==> config.mk <==
export PLATFORM = sky130hd
export DESIGN_NAME = sram2r1w_ctrl
export DESIGN_NICKNAME = d
export VERILOG_FILES = /design/src/rtl/sram2r1w_pkg.sv /design/src/rtl/sram2r1w_rd_chan.sv /design/src/rtl/sram2r1w_ctrl.sv
export SDC_FILE = /design/constraint.sdc
export NUM_CORES = 1
export LEC_CHECK = 0
export BUFFER_PORTS_ARGS = -buffer_cell sky130_fd_sc_hd__buf_4
export CAP_MARGIN = 25
export CORE_ASPECT_RATIO = 1.25
export CORE_MARGIN = 1.5
export CORE_UTILIZATION = 44
export CTS_CLUSTER_DIAMETER = 50
export CTS_CLUSTER_SIZE = 30
export DETAILED_ROUTE_END_ITERATION = 10
export PLACE_DENSITY_LB_ADDON = 0.1
export SLEW_MARGIN = 0
export SYNTH_ARGS = -nofsm -noshare
export SYNTH_HDL_FRONTEND = slang
export SYNTH_HIERARCHICAL = 1
export SYNTH_SLANG_ARGS = --single-unit
==> constraint.sdc <==
create_clock -name clk -period 2.55 [get_ports clk]
set_clock_uncertainty 0.1 [all_clocks]
set_input_delay 0.51 -clock clk [delete_from_list [all_inputs] [get_ports clk]]
set_output_delay 0.51 -clock clk [all_outputs]
set_load 0.05 [all_outputs]
==> src/rtl/sram2r1w_pkg.sv <==
// Shared types and helpers for the 2R1W SRAM controller.
// SRAM2R1W_CTRL_FWD_EN selects write-before-read forwarding; byte_merge serves that path.
package sram2r1w_pkg;

    typedef enum logic {
        ST_INIT = 1'b0,
        ST_RUN  = 1'b1
    } state_t;

    localparam int MAX_DATA_WIDTH = 512;
    localparam int MAX_MASK_WIDTH = MAX_DATA_WIDTH / 8;

    // Callers zero-extend into the wide form and truncate the result back.
    function automatic logic [MAX_DATA_WIDTH-1:0] byte_merge(
        input logic [MAX_DATA_WIDTH-1:0] old_word,
        input logic [MAX_DATA_WIDTH-1:0] new_word,
        input logic [MAX_MASK_WIDTH-1:0] mask
    );
        logic [MAX_DATA_WIDTH-1:0] result;
        result = old_word;
        for (int b = 0; b < MAX_MASK_WIDTH; b++) begin
            if (mask[b]) result[b*8 +: 8] = new_word[b*8 +: 8];
        end
        return result;
    endfunction

endpackage

==> src/rtl/sram2r1w_rd_chan.sv <==
// One read channel: SRAM latency stage, 2-entry response FIFO with bypass.
// With SRAM2R1W_CTRL_FWD_EN the coincident write is merged into the returned word.
module sram2r1w_rd_chan
    import sram2r1w_pkg::*;
#(
`ifdef SRAM2R1W_CTRL_FWD_EN
    parameter int ADDR_WIDTH = 8,
`endif
    parameter int DATA_WIDTH = 32
) (
    input  logic                    clk,
    input  logic                    rst,
    input  logic                    en,
    input  logic                    req_valid,
    output logic                    req_ready,
`ifdef SRAM2R1W_CTRL_FWD_EN
    input  logic [ADDR_WIDTH-1:0]   req_addr,
    input  logic                    wr_fire,
    input  logic [ADDR_WIDTH-1:0]   wr_addr,
    input  logic [DATA_WIDTH-1:0]   wr_data,
    input  logic [DATA_WIDTH/8-1:0] wr_mask,
`endif
    output logic                    rsp_valid,
    input  logic                    rsp_ready,
    output logic [DATA_WIDTH-1:0]   rsp_data,
    input  logic [DATA_WIDTH-1:0]   sram_rdata
);

    logic                  inflight;
    logic [DATA_WIDTH-1:0] fifo_mem [2];
    logic                  rd_ptr;
    logic                  wr_ptr;
    logic [1:0]            count;
    logic [1:0]            outstanding;
    logic [DATA_WIDTH-1:0] cap_data;
    logic                  req_fire;
    logic                  push;
    logic                  pop;

`ifdef SRAM2R1W_CTRL_FWD_EN
    logic                    fwd_valid_q;
    logic [ADDR_WIDTH-1:0]   fwd_addr_q;
    logic [ADDR_WIDTH-1:0]   req_addr_q;
    logic [DATA_WIDTH-1:0]   fwd_data_q;
    logic [DATA_WIDTH/8-1:0] fwd_mask_q;

    always_ff @(posedge clk) begin
        if (rst) begin
            fwd_valid_q <= 1'b0;
        end else begin
            fwd_valid_q <= wr_fire && req_fire;
        end
        fwd_addr_q <= wr_addr;
        req_addr_q <= req_addr;
        fwd_data_q <= wr_data;
        fwd_mask_q <= wr_mask;
    end

    assign cap_data = (fwd_valid_q && (fwd_addr_q == req_addr_q))
        ? DATA_WIDTH'(byte_merge(MAX_DATA_WIDTH'(sram_rdata),
                                 MAX_DATA_WIDTH'(fwd_data_q),
                                 MAX_MASK_WIDTH'(fwd_mask_q)))
        : sram_rdata;
`else
    assign cap_data = sram_rdata;
`endif

    assign outstanding = {1'b0, inflight} + count;
    assign rsp_valid   = inflight || (count != 2'd0);
    assign rsp_data    = (count != 2'd0) ? fifo_mem[rd_ptr] : cap_data;
    assign req_ready   = en && ((outstanding < 2'd2) || (rsp_valid && rsp_ready));
    assign req_fire    = req_valid && req_ready;
    assign pop         = (count != 2'd0) && rsp_ready;
    // Arriving data skips the FIFO only when it is empty and the client takes it now.
    assign push        = inflight && !((count == 2'd0) && rsp_ready);

    always_ff @(posedge clk) begin
        if (rst) begin
            inflight <= 1'b0;
            count    <= 2'd0;
            rd_ptr   <= 1'b0;
            wr_ptr   <= 1'b0;
        end else begin
            inflight <= req_fire;
            if (push) wr_ptr <= ~wr_ptr;
            if (pop)  rd_ptr <= ~rd_ptr;
            count <= count + {1'b0, push} - {1'b0, pop};
        end
    end

    always_ff @(posedge clk) begin
        if (push) fifo_mem[wr_ptr] <= cap_data;
    end

endmodule

==> src/rtl/sram2r1w_ctrl.sv <==
// Initiator-side controller for a 2-read/1-write SRAM: zero-init sweep, write pass-through, two read channels.
// Define SRAM2R1W_CTRL_FWD_EN for write-before-read on same-cycle address collisions.
module sram2r1w_ctrl
    import sram2r1w_pkg::*;
#(
    parameter int ADDR_WIDTH = 8,
    parameter int DATA_WIDTH = 32,
    localparam int MASK_WIDTH = DATA_WIDTH / 8
) (
    input  logic                  clk,
    input  logic                  rst,
    output logic                  init_done,

    input  logic                  rd0_req_valid,
    output logic                  rd0_req_ready,
    input  logic [ADDR_WIDTH-1:0] rd0_req_addr,
    output logic                  rd0_rsp_valid,
    input  logic                  rd0_rsp_ready,
    output logic [DATA_WIDTH-1:0] rd0_rsp_data,

    input  logic                  rd1_req_valid,
    output logic                  rd1_req_ready,
    input  logic [ADDR_WIDTH-1:0] rd1_req_addr,
    output logic                  rd1_rsp_valid,
    input  logic                  rd1_rsp_ready,
    output logic [DATA_WIDTH-1:0] rd1_rsp_data,

    input  logic                  wr_valid,
    output logic                  wr_ready,
    input  logic [ADDR_WIDTH-1:0] wr_addr,
    input  logic [DATA_WIDTH-1:0] wr_data,
    input  logic [MASK_WIDTH-1:0] wr_mask,

    output logic [ADDR_WIDTH-1:0] sram_raddr,
    output logic [ADDR_WIDTH-1:0] sram_raddr2,
    input  logic [DATA_WIDTH-1:0] sram_rdata,
    input  logic [DATA_WIDTH-1:0] sram_rdata2,
    output logic                  sram_we,
    output logic [ADDR_WIDTH-1:0] sram_waddr,
    output logic [DATA_WIDTH-1:0] sram_wdata,
    output logic [MASK_WIDTH-1:0] sram_wmask
);

    state_t                state;
    logic [ADDR_WIDTH-1:0] init_cnt;
    logic                  sweeping;
    logic                  run;
    logic                  wr_fire;

    always_ff @(posedge clk) begin
        if (rst) begin
            state     <= ST_INIT;
            init_cnt  <= '0;
            init_done <= 1'b0;
        end else begin
            case (state)
                ST_INIT: begin
                    init_cnt <= init_cnt + ADDR_WIDTH'(1);
                    if (&init_cnt) begin
                        state     <= ST_RUN;
                        init_done <= 1'b1;
                    end
                end
                ST_RUN: init_done <= 1'b1;
                default: state <= ST_INIT;
            endcase
        end
    end

    // Gating with rst keeps every handshake and the write strobe quiet during the reset cycle.
    assign sweeping = (state == ST_INIT) && !rst;
    assign run      = (state == ST_RUN) && !rst;
    assign wr_ready = run;
    assign wr_fire  = run && wr_valid;

    assign sram_we     = sweeping || wr_fire;
    assign sram_waddr  = (state == ST_INIT) ? init_cnt : wr_addr;
    assign sram_wdata  = (state == ST_INIT) ? '0 : wr_data;
    assign sram_wmask  = (state == ST_INIT) ? '1 : wr_mask;
    assign sram_raddr  = rd0_req_addr;
    assign sram_raddr2 = rd1_req_addr;

    sram2r1w_rd_chan #(
`ifdef SRAM2R1W_CTRL_FWD_EN
        .ADDR_WIDTH (ADDR_WIDTH),
`endif
        .DATA_WIDTH (DATA_WIDTH)
    ) u_rd0 (
        .clk        (clk),
        .rst        (rst),
        .en         (run),
        .req_valid  (rd0_req_valid),
        .req_ready  (rd0_req_ready),
`ifdef SRAM2R1W_CTRL_FWD_EN
        .req_addr   (rd0_req_addr),
        .wr_fire    (wr_fire),
        .wr_addr    (wr_addr),
        .wr_data    (wr_data),
        .wr_mask    (wr_mask),
`endif
        .rsp_valid  (rd0_rsp_valid),
        .rsp_ready  (rd0_rsp_ready),
        .rsp_data   (rd0_rsp_data),
        .sram_rdata (sram_rdata)
    );

    sram2r1w_rd_chan #(
`ifdef SRAM2R1W_CTRL_FWD_EN
        .ADDR_WIDTH (ADDR_WIDTH),
`endif
        .DATA_WIDTH (DATA_WIDTH)
    ) u_rd1 (
        .clk        (clk),
        .rst        (rst),
        .en         (run),
        .req_valid  (rd1_req_valid),
        .req_ready  (rd1_req_ready),
`ifdef SRAM2R1W_CTRL_FWD_EN
        .req_addr   (rd1_req_addr),
        .wr_fire    (wr_fire),
        .wr_addr    (wr_addr),
        .wr_data    (wr_data),
        .wr_mask    (wr_mask),
`endif
        .rsp_valid  (rd1_rsp_valid),
        .rsp_ready  (rd1_rsp_ready),
        .rsp_data   (rd1_rsp_data),
        .sram_rdata (sram_rdata2)
    );

endmodule

# Word level (Yosys, flattened, before mapping)
# Memory sizes are Yosys's and may differ from the RTL's. A register that Yosys moved wholly into a read port is not among the register bits.
# Index checks and enable logic that the tools add are counted.
# W data, S select, Z words.
[classes] mux=17 n_lt_le_gt_ge=2 n_eq_ne=1 add_sub_neg=7 n_reduce_logical=28 bitwise_logic=5
[ops] cell="$mux W32" n=3
[ops] cell="$logic_and A1 B1 Y1" n=15
[ops] cell="$mux W1" n=11
[ops] cell="$add A8 B1 Y8 const B" n=1
[ops] cell="$mux W8" n=1
[ops] cell="$reduce_and A8 Y1" n=1
[ops] cell="$logic_or A1 B1 Y1" n=5
[ops] cell="$not A1 Y1" n=5
[ops] cell="$add A1 B2 Y2" n=2
[ops] cell="$add A2 B1 Y2" n=2
[ops] cell="$logic_not A2 Y1" n=2
[ops] cell="$lt A2 B2 Y1 const B" n=2
[ops] cell="$mux W4" n=1
[ops] cell="$reduce_bool A2 Y1" n=2
[ops] cell="$sub A2 B1 Y2" n=2
[ops] cell="$logic_not A1 Y1" n=3
[ops] cell="$ne A2 B2 Y1 const B" n=1
[ops] cell="$pmux W1 S2" n=1
[word_totals] reg_bits=20 output_inout_bits=131 wordCells=73 memories=2 ramBits=128
[memory_table] name="u_rd0.fifo_mem" depth=2 width=32 rd=1 rd_ports_with_merged_regs=1 write_ports=1 line_no="sram2r1w_rd_chan.sv:30" text="logic [DATA_WIDTH-1:0] fifo_mem [2];"
[memory_table] name="u_rd1.fifo_mem" depth=2 width=32 rd=1 rd_ports_with_merged_regs=1 write_ports=1 line_no="sram2r1w_rd_chan.sv:30"

# Depth between registers and ports, before layout
# Gate-level depths: netlist of the first run.
[logic_depth] depth_word=6 ltp_mapped=8

# By module
# The synthesis of the first run kept the hierarchy.
[by_module_without_submodules] mod="sram2r1w_rd_chan at u_rd0" area_each_um2=2935.3 cells_per_inst=206 instances=1
[by_module_without_submodules] mod="sram2r1w_rd_chan at u_rd1" area_each_um2=2930.3 cells_per_inst=206 instances=1
[by_module_without_submodules] mod="sram2r1w_ctrl" area_each_um2=888.4 cells_per_inst=112 instances=1

# Worst setup path after synthesis of the first run
# No wires, ideal clock.
[synth_timing] path_kind="input to output" from="in rst" to="out rd0_req_ready" arrival_ns=2.269 stages=3 slack_ns=-0.329 path_cell_list="clkbuf_1 > nor2_1 > nor2b_1"
[synth_between] elab_chain_cells=3
[synth_lines] item="from (decl)" line_no="sram2r1w_ctrl.sv:11" text="input logic rst,"
[synth_lines] item="$logic_not A1 Y1" line_no="sram2r1w_ctrl.sv:72" text="assign run = (state == ST_RUN) && !rst;"
[synth_lines] item="$logic_and A1 B1 Y1" line_no="sram2r1w_ctrl.sv:72"
[synth_lines] item="named net wr_ready" line_no="sram2r1w_ctrl.sv:29" text="output logic wr_ready,"
[synth_lines] item="$logic_and A1 B1 Y1" line_no="sram2r1w_rd_chan.sv:71" text="assign req_ready = en && ((outstanding < 2'd2) || (rsp_valid && rsp_ready));"
[synth_lines] item="to (decl)" line_no="sram2r1w_ctrl.sv:15" text="output logic rd0_req_ready,"
# The timed path passes the listed nets, and every way through them passes these cells.

# Final worst setup path of the first run
[layout_timing] from="reg u_rd1.count[0]" to="out rd1_rsp_data[7]"
[layout_between] elab_chain_cells=2
[layout_lines] item="from (decl)" line_no="sram2r1w_rd_chan.sv:33" text="logic [1:0] count;"
[layout_lines] item="from (signal assigned)" line_no="sram2r1w_rd_chan.sv:87" text="count <= count + {1'b0, push} - {1'b0, pop};"
[layout_lines] item="$reduce_bool A2 Y1" line_no="sram2r1w_rd_chan.sv:70" text="assign rsp_data = (count != 2'd0) ? fifo_mem[rd_ptr] : cap_data;"
[layout_lines] item="$mux W32" line_no="sram2r1w_rd_chan.sv:70"
[layout_lines] item="to (decl)" line_no="sram2r1w_ctrl.sv:26" text="output logic [DATA_WIDTH-1:0] rd1_rsp_data,"
# No other way between the ends.

==> results.md, run 1 <==
* Status: finished clean
* Worst endpoint data arrival time at 1790 ps
* Largest net degree at the start of global routing at 65
* Drt via density at 5.02
* Floorplan row count at 50
* Clk pwr share at 36.7%
* Final net count at 877
* CTS tree: done
* Post-synth top flop: edfxtp_1
* Reg2Reg Setup Slack at 380 ps
* Layout area overhead at 35.5%
* Vias in the first global route at 4558
* Horiz. Die Dim at 114 um
* CP peak stage delay at 470 ps
* Die Area at 16100 um^2
* CTS Sinks at 150
* Antenna-violating nets left at 0
* Mux cell area share after synthesis at 11.3%
* Required @ worst endpoint at 1940 ps
* Int Power at 4950 uW
* DRC Markers at 0
* XOR/XNOR share of the synthesized area at 1.04%
* MaxCap Viol Count at 0
* CTS H-tree lvls at 4
* Cell Area, Synth at 6750 um^2
* Post-Synth Adder-Cell Area at 0.926%
* Cts repair resizes at 0
* Synth cell types at 32
* DR iter-0 viols at 242
* Hold Buf Count CTS at 0
* Overflow after GRT at 0
* First-pass GRT wire length at 23200 um
* CP max-delay cell: dfxtp_1
* Power per Cell Area at 791 nW/um^2
* Clk root buf: clkbuf_16
* Post-route cell area at 9150 um^2
* CP endpoint kind: primary output
* Crit-path cells: or2_4 -> buf_12 -> nor2_1 -> a21oi_1 -> buf_4
* Flop pwr share at 37.3%
* Logic pwr share at 25.9%
* Router iterations before antenna repair at 4
* Fraction of layout cells with a size suffix above 1 at 39.6%
* Max-slew headroom at 68.6%
* Cells after Synth at 524
* # diodes at 0
* Top-Level Pins at 262
* Asr flop ratio synth at 0%
* Pwr Total at 7240 uW
* PortBufs at 229
* DP HPWL at 10500 um
* Fin crit share at 94.3%
* Die H at 142 um
* GRT Util Overall at 18.7%
* Fin crit period at 2400 ps
* Post-synth EDFFs at 128
* Yosys top cell by area: edfxtp_1
* Initial core utilization at 45.0%
* Sw power at 2290 uW
* Syn. warnings at 6
* Net Count, Synth at 660
* Routability Congestion at 0.760
* RSZ-0062 raised after global routing: false
* Seq cells post-synth at 150
* Sw Share at 31.7%
* TritonCTS Buffers at 17
* Initial antenna violation count at 0
* Synth Area in Simple Gates at 11.0%
* CP Max Fanout at 41
* Core area at 15000 um^2
* DP Area at 8500 um^2
* Top cells by area, synth: edfxtp_1 57%, mux2i_1 9.6%, dfxtp_1 6.5%, a21oi_1 5.3%, nor2_1 4.7%
* Crit Path Class: register to primary output
* Worst skew pair latency at 410 ps
* Worst-path clk slew at 60 ps
* Min-delay worst type: input port to register
* Share of the synthesized area in the top cell type at 56.9%
* Critical path startpoint category: register
* Least-Margin Pin Slew at 471 ps
* Deepest clock path buffer count at 2
* Fin. Hold Viols at 0
* Post-CTS setup buffers at 0
* Sequential share of the synthesized area at 63.4%
* DR vias at 4693
* VDD IR max at 532 uV
* Leak Pwr at 0.00360 uW
* Fmax at 416 MHz
* Final wirelength at 15200 um
* Util after Layout at 60.9%
* Combinational family with the most area after synthesis: multiplexers
* Finish-stage setup viols at 0
* Final Slew Violations at 0
* Routed WL per cell at 16.3 um
* Synth Area in Compound Gates at 6.48%
* Average size of a mapped cell at 12.9 um^2
## final timing paths
| check | from | to | depth (start not counted) |
|---|---|---|---|
| max | u_rd1/count[0] | rd1_rsp_data[7] | 5 |
| max reg2reg | u_rd1/count[0] | u_rd1/count[1] | 8 |
| min reg2reg | init_done | init_done | 2 |
| min | sram_rdata2[20] | u_rd1/fifo_mem[0][20] | 1 |
## power by group through the flow
stage,sequential (uW),combinational [uW],clock [uW]
after floorplan,2740,1430,0
after global placement,2750,1850,0
after detailed placement,2750,1870,0
after CTS,2700,1870,2700
after global routing,2700,1980,2800
final,2700,1880,2660
## synthesized netlist by cell type, types with 2 or more instances
cell type,n
a21bo_2,2
a21oi_1,72
and2_1,34
buf_2,6
buf_4,18
buf_6,14
clkbuf_1,4
clkbuf_4,2
dfxtp_1,22
edfxtp_1,128
ha_1,5
inv_1,10
mux2_2,9
mux2i_1,65
nand2_1,3
nand2b_1,4
nand3_1,2
nand3b_1,3
nor2_1,85
nor2b_1,5
nor3_1,4
o21ai_0,5
o21ai_4,2
or2_4,2
or3_1,5
xor2_1,7
## placed cells by master (no fill, tap or decap), types with 3 or more instances in the layout
cell and count:
buf_4 237, edfxtp_1 128, nor2_1 80, a21oi_1 72, mux2i_1 65, and2_1 34
dfxtp_1 20, clkbuf_16 17, inv_1 10, mux2_2 9, xor2_1 7, o21ai_0 5
or3_1 5, ha_1 5, nand2b_1 4, clkinvlp_4 4, bufinv_16 4, inv_6 4
nor3_1 4, buf_12 4, nor2_2 3, nand3b_1 3, nand2_1 3, nor2b_1 3
## layer usage
layer	GRT usage (%)	vias up	wire length, um
li1	-	2302	-
met1	20.7	2194	5790
met2	34.3	163	8210
met3	4.44	34	875
met4	7.43	0	362
met5	0	-	0
## cells by family (layout without fill, tap and decap cells)
kind of cell    Yosys count  after routing
mux                      75             75
flops                   150            150
fa+ha+maj                 5              5
xor+xnor                  8              8
simple gates            151            152
compound gates           81             81
buf+inv                  54            282
## registers in the layout, summed over array words and instances (netlist names), named ones only
signal          flops
u_rd0/wr_ptr        1
u_rd1/fifo_mem     64
u_rd1/rd_ptr        1
init_cnt            8
u_rd0/rd_ptr        1
state               1
u_rd0/fifo_mem     64
u_rd1/inflight      1
init_done           1
u_rd0/count         2
u_rd1/count         2
u_rd0/inflight      1
u_rd1/wr_ptr        1
## final cells by class
cell class | instances | area, um^2
fill | 1200 | 5860
sequential | 150 | 4290
multi-input combinational | 321 | 2110
timing repair buffer | 241 | 1860
clock buffer | 18 | 429
tap | 182 | 228
clock inverter | 13 | 196
inverter | 10 | 37.5
## stage by stage
stage | TNS [ps] | std cells | worst slack [ps] | hold slack, ps
2_1_floorplan | -199 | 524 | -1.82 | 362
3_3_place_gp | 0 | 901 | 546 | 384
3_5_place_dp | 0 | 901 | 509 | 385
4_1_cts | 0 | 932 | 65.4 | 171
5_1_grt | 0 | 935 | 12.4 | 164
6_report | 0 | 935 | 145 | 191
## critical path: cells and delay by family, from the launching register on
kind / cells / cell delay [ps]
buffers and inverters: 2 / 430
and+or+nand+nor: 2 / 330
DFF: 1 / 470
AOI/OAI and AO/OA: 1 / 130
(Power assumes the default switching activity.)
==> inputs of run 2 (changes only) <==
--- a/config.mk
+++ b/config.mk
@@ -8,11 +8,11 @@
 export BUFFER_PORTS_ARGS = -buffer_cell sky130_fd_sc_hd__buf_4
 export CAP_MARGIN = 25
 export CORE_ASPECT_RATIO = 1.25
-export CORE_MARGIN = 1.5
-export CORE_UTILIZATION = 44
+export CORE_UTILIZATION = 46
 export CTS_CLUSTER_DIAMETER = 50
 export CTS_CLUSTER_SIZE = 30
 export DETAILED_ROUTE_END_ITERATION = 10
+export GPL_ROUTABILITY_DRIVEN = 0
 export PLACE_DENSITY_LB_ADDON = 0.1
 export SLEW_MARGIN = 0
 export SYNTH_ARGS = -nofsm -noshare
==> constraint.sdc (replaced) <==
create_clock -name clk -period 2.58 [get_ports clk]
set_clock_uncertainty 0.1 [all_clocks]
set_input_delay 0.516 -clock clk [delete_from_list [all_inputs] [get_ports clk]]
set_output_delay 0.516 -clock clk [all_outputs]
set_load 0.05 [all_outputs]
==> results.md, run 2 (synthesis gave the netlist of run 1 again) <==
* Status: finished clean
* Deepest clock path buffer count at 2 (unchanged)
* Min-delay worst type: input port to register
* Sw power at 2270 uW (-0.90%)
* Antenna-violating nets left at 0 (unchanged)
* Required @ worst endpoint at 1960 ps (+20 ps)
* Initial core utilization at 47.1% (+2.1 points)
* Core area at 14300 um^2 (-4.4%)
* Worst r2r path cells at 8 (unchanged)
* Hold Buf Count CTS at 0 (unchanged)
* DR vias at 4656 (-0.79%)
* Vias in the first global route at 4397 (-3.5%)
* Reg2Reg Setup Slack at 380 ps (about the same)
* TritonCTS Buffers at 17 (unchanged)
* Layout area overhead at 35.0%
* Setup WS post-layout at 147 ps (+1.86 ps)
* PortBufs at 229 (unchanged)
* Crit-path cells: or2_4 -> buf_12 -> nor2_1 -> a21oi_1 -> buf_4
* Clk root buf: clkbuf_16
* Die Area at 15200 um^2 (-5.8%)
* Router iterations before antenna repair at 4 (unchanged)
* Final Slew Violations at 0 (unchanged)
* CTS H-tree lvls at 4 (unchanged)
* CP startpoint: u_rd1/count[0]
* Final net count at 879 (+0.23%)
* MaxCap Viol Count at 0 (unchanged)
* RR Endpoint: u_rd0/count[1]
* Fin crit share at 94.3%
* Power per Cell Area at 765 nW/um^2 (-3.3%)
* Layer with the highest usage: met2
* VDD IR max at 485 uV (-8.9%)
* Least-Margin Pin Slew at 433 ps (-37.6 ps)
* Int Power at 4710 uW (-4.9%)
* M1 GR Usage at 22.0% (+1.3 points)
* Floorplan row count at 49 (-2.0%)
* CP Max Fanout at 38 (-7.3%)
* CP peak stage delay at 460 ps (about the same)
* DRC Markers at 0 (unchanged)
* Post-CTS setup buffers at 0 (unchanged)
* Fraction of layout cells with a size suffix above 1 at 39.7% (+0.11 points)
* Logic pwr share at 26.2% (+0.3 points)
* First-pass GRT wire length at 21500 um (-7.3%)
* # diodes at 0 (unchanged)
* RSZ-0062 raised after global routing: false
* Drt via density at 4.99 (-0.68%)
* Routed WL per cell at 15.7 um (-3.8%)
* Worst skew pair latency at 400 ps (about the same)
* Cts repair resizes at 0 (unchanged)
* Top Registers: u_rd0/fifo_mem (64), u_rd1/fifo_mem (64), init_cnt (8)
* Top-Level Pins at 262 (unchanged)
* DR iter-0 viols at 197 (-19%)
* CP max-delay cell: dfxtp_1
* Flop pwr share at 38.4% (+1.1 points)
* CP endpoint kind: primary output
* Origin of the critical flop-to-flop path: u_rd0/count[1]
* Final wirelength at 14600 um (-3.9%)
* Clk pwr share at 35.3% (-1.4 points)
* Sw Share at 32.5% (+0.89 points)
* CTS Sinks at 150 (unchanged)
* Commonest cells after routing, fill and taps aside: 238 x buf_4, 128 x edfxtp_1, 80 x nor2_1, 72 x a21oi_1, 65 x mux2i_1
* DP HPWL at 10300 um (-1.9%)
* Finish-stage setup viols at 0 (unchanged)
* Leak Pwr at 0.00361 uW (+0.11%)
* DP Worst Slack at 497 ps (-12.5 ps)
* GRT Util Overall at 19.0% (+0.28 points)
* Util after Layout at 63.6% (+2.6 points)
* Horiz. Die Dim at 110 um (-3.0%)
* Worst-path clk slew at 70 ps (about the same)
* Hold Path End: u_rd1/fifo_mem[0][19]
* Critical path startpoint category: register
* Crit Path Class: register to primary output
* Initial antenna violation count at 0 (unchanged)
* Most common cell after layout, fill and taps aside: buf_4
* Largest net degree at the start of global routing at 53 (-18%)
* CTS tree: done
* Setup Total Neg Slack at 0 ps (unchanged)
* Worst endpoint data arrival time at 1820 ps (+30 ps)
* Max-slew headroom at 71.1% (+2.5 points)
* Worst Hold Launch: sram_rdata2[19]
* Die H at 137 um (-2.9%)
* Hold Path Stages at 1 (unchanged)
* Fmax at 411 MHz
* Pwr Total at 6980 uW (-3.6%)
* Fin crit period at 2430 ps
* Met2 global-route usage at 33.4% (-0.91 points)
* Overflow after GRT at 0 (unchanged)
* Fin. Hold Viols at 0 (unchanged)
* Met3 GRT Util at 4.68% (+0.24 points)
-- run 2: worst max-delay path: cells and delay by family (launching register included) --
| kind | cells | cell delay (ps) |
|---|---|---|
| and+or+nand+nor | 2 | 370 |
| AOI/OAI and AO/OA | 1 | 130 |
| buffers and inverters | 2 | 440 |
| DFF | 1 | 460 |
-- run 2: cell type report --
cell class                      instances  area [um^2]
Fill cell                            1133         5230
Clock buffer                           18          429
Multi-Input combinational cell        322         2110
Timing Repair Buffer                  242         1870
Inverter                               10         37.5
Sequential cell                       150         4290
Clock inverter                         14          165
Tap cell                              178          223
-- run 2: per-stage QoR --
stage                     instance area (um^2)  hold WS [ps]  std cells
after detailed placement                  8510           386        900
final                                     9120           197        934
after global placement                    8510           377        900
after global routing                      9120           179        934
after CTS                                 9100           178        932
after floorplan                           6760           362        524
-- run 2: power groups by stage --
stage / clock network, uW / logic (uW) / registers [uW]
final: 2470 / 1830 / 2680
after global routing: 2610 / 1940 / 2680
after CTS: 2510 / 1830 / 2680
after detailed placement: 0 / 1820 / 2730
after global placement: 0 / 1800 / 2720
after floorplan: 0 / 1410 / 2710
-- run 2: routing by layer --
metal  share of wire, %  vias up
li1                   -     2297
met2                 53      167
met5                  0        -
met3                5.6       20
met4                1.4        0
met1                 40     2172
-- run 2: worst max path at each step --
stage | to | depth (start not counted)
floorplan | u_rd1/fifo_mem[1][0] | 3
global placement | rd0_rsp_data[8] | 5
finish | rd1_rsp_data[28] | 5
CTS | rd0_rsp_data[5] | 5
detailed placement | u_rd0/count[1] | 8
global route | rd1_rsp_data[29] | 5
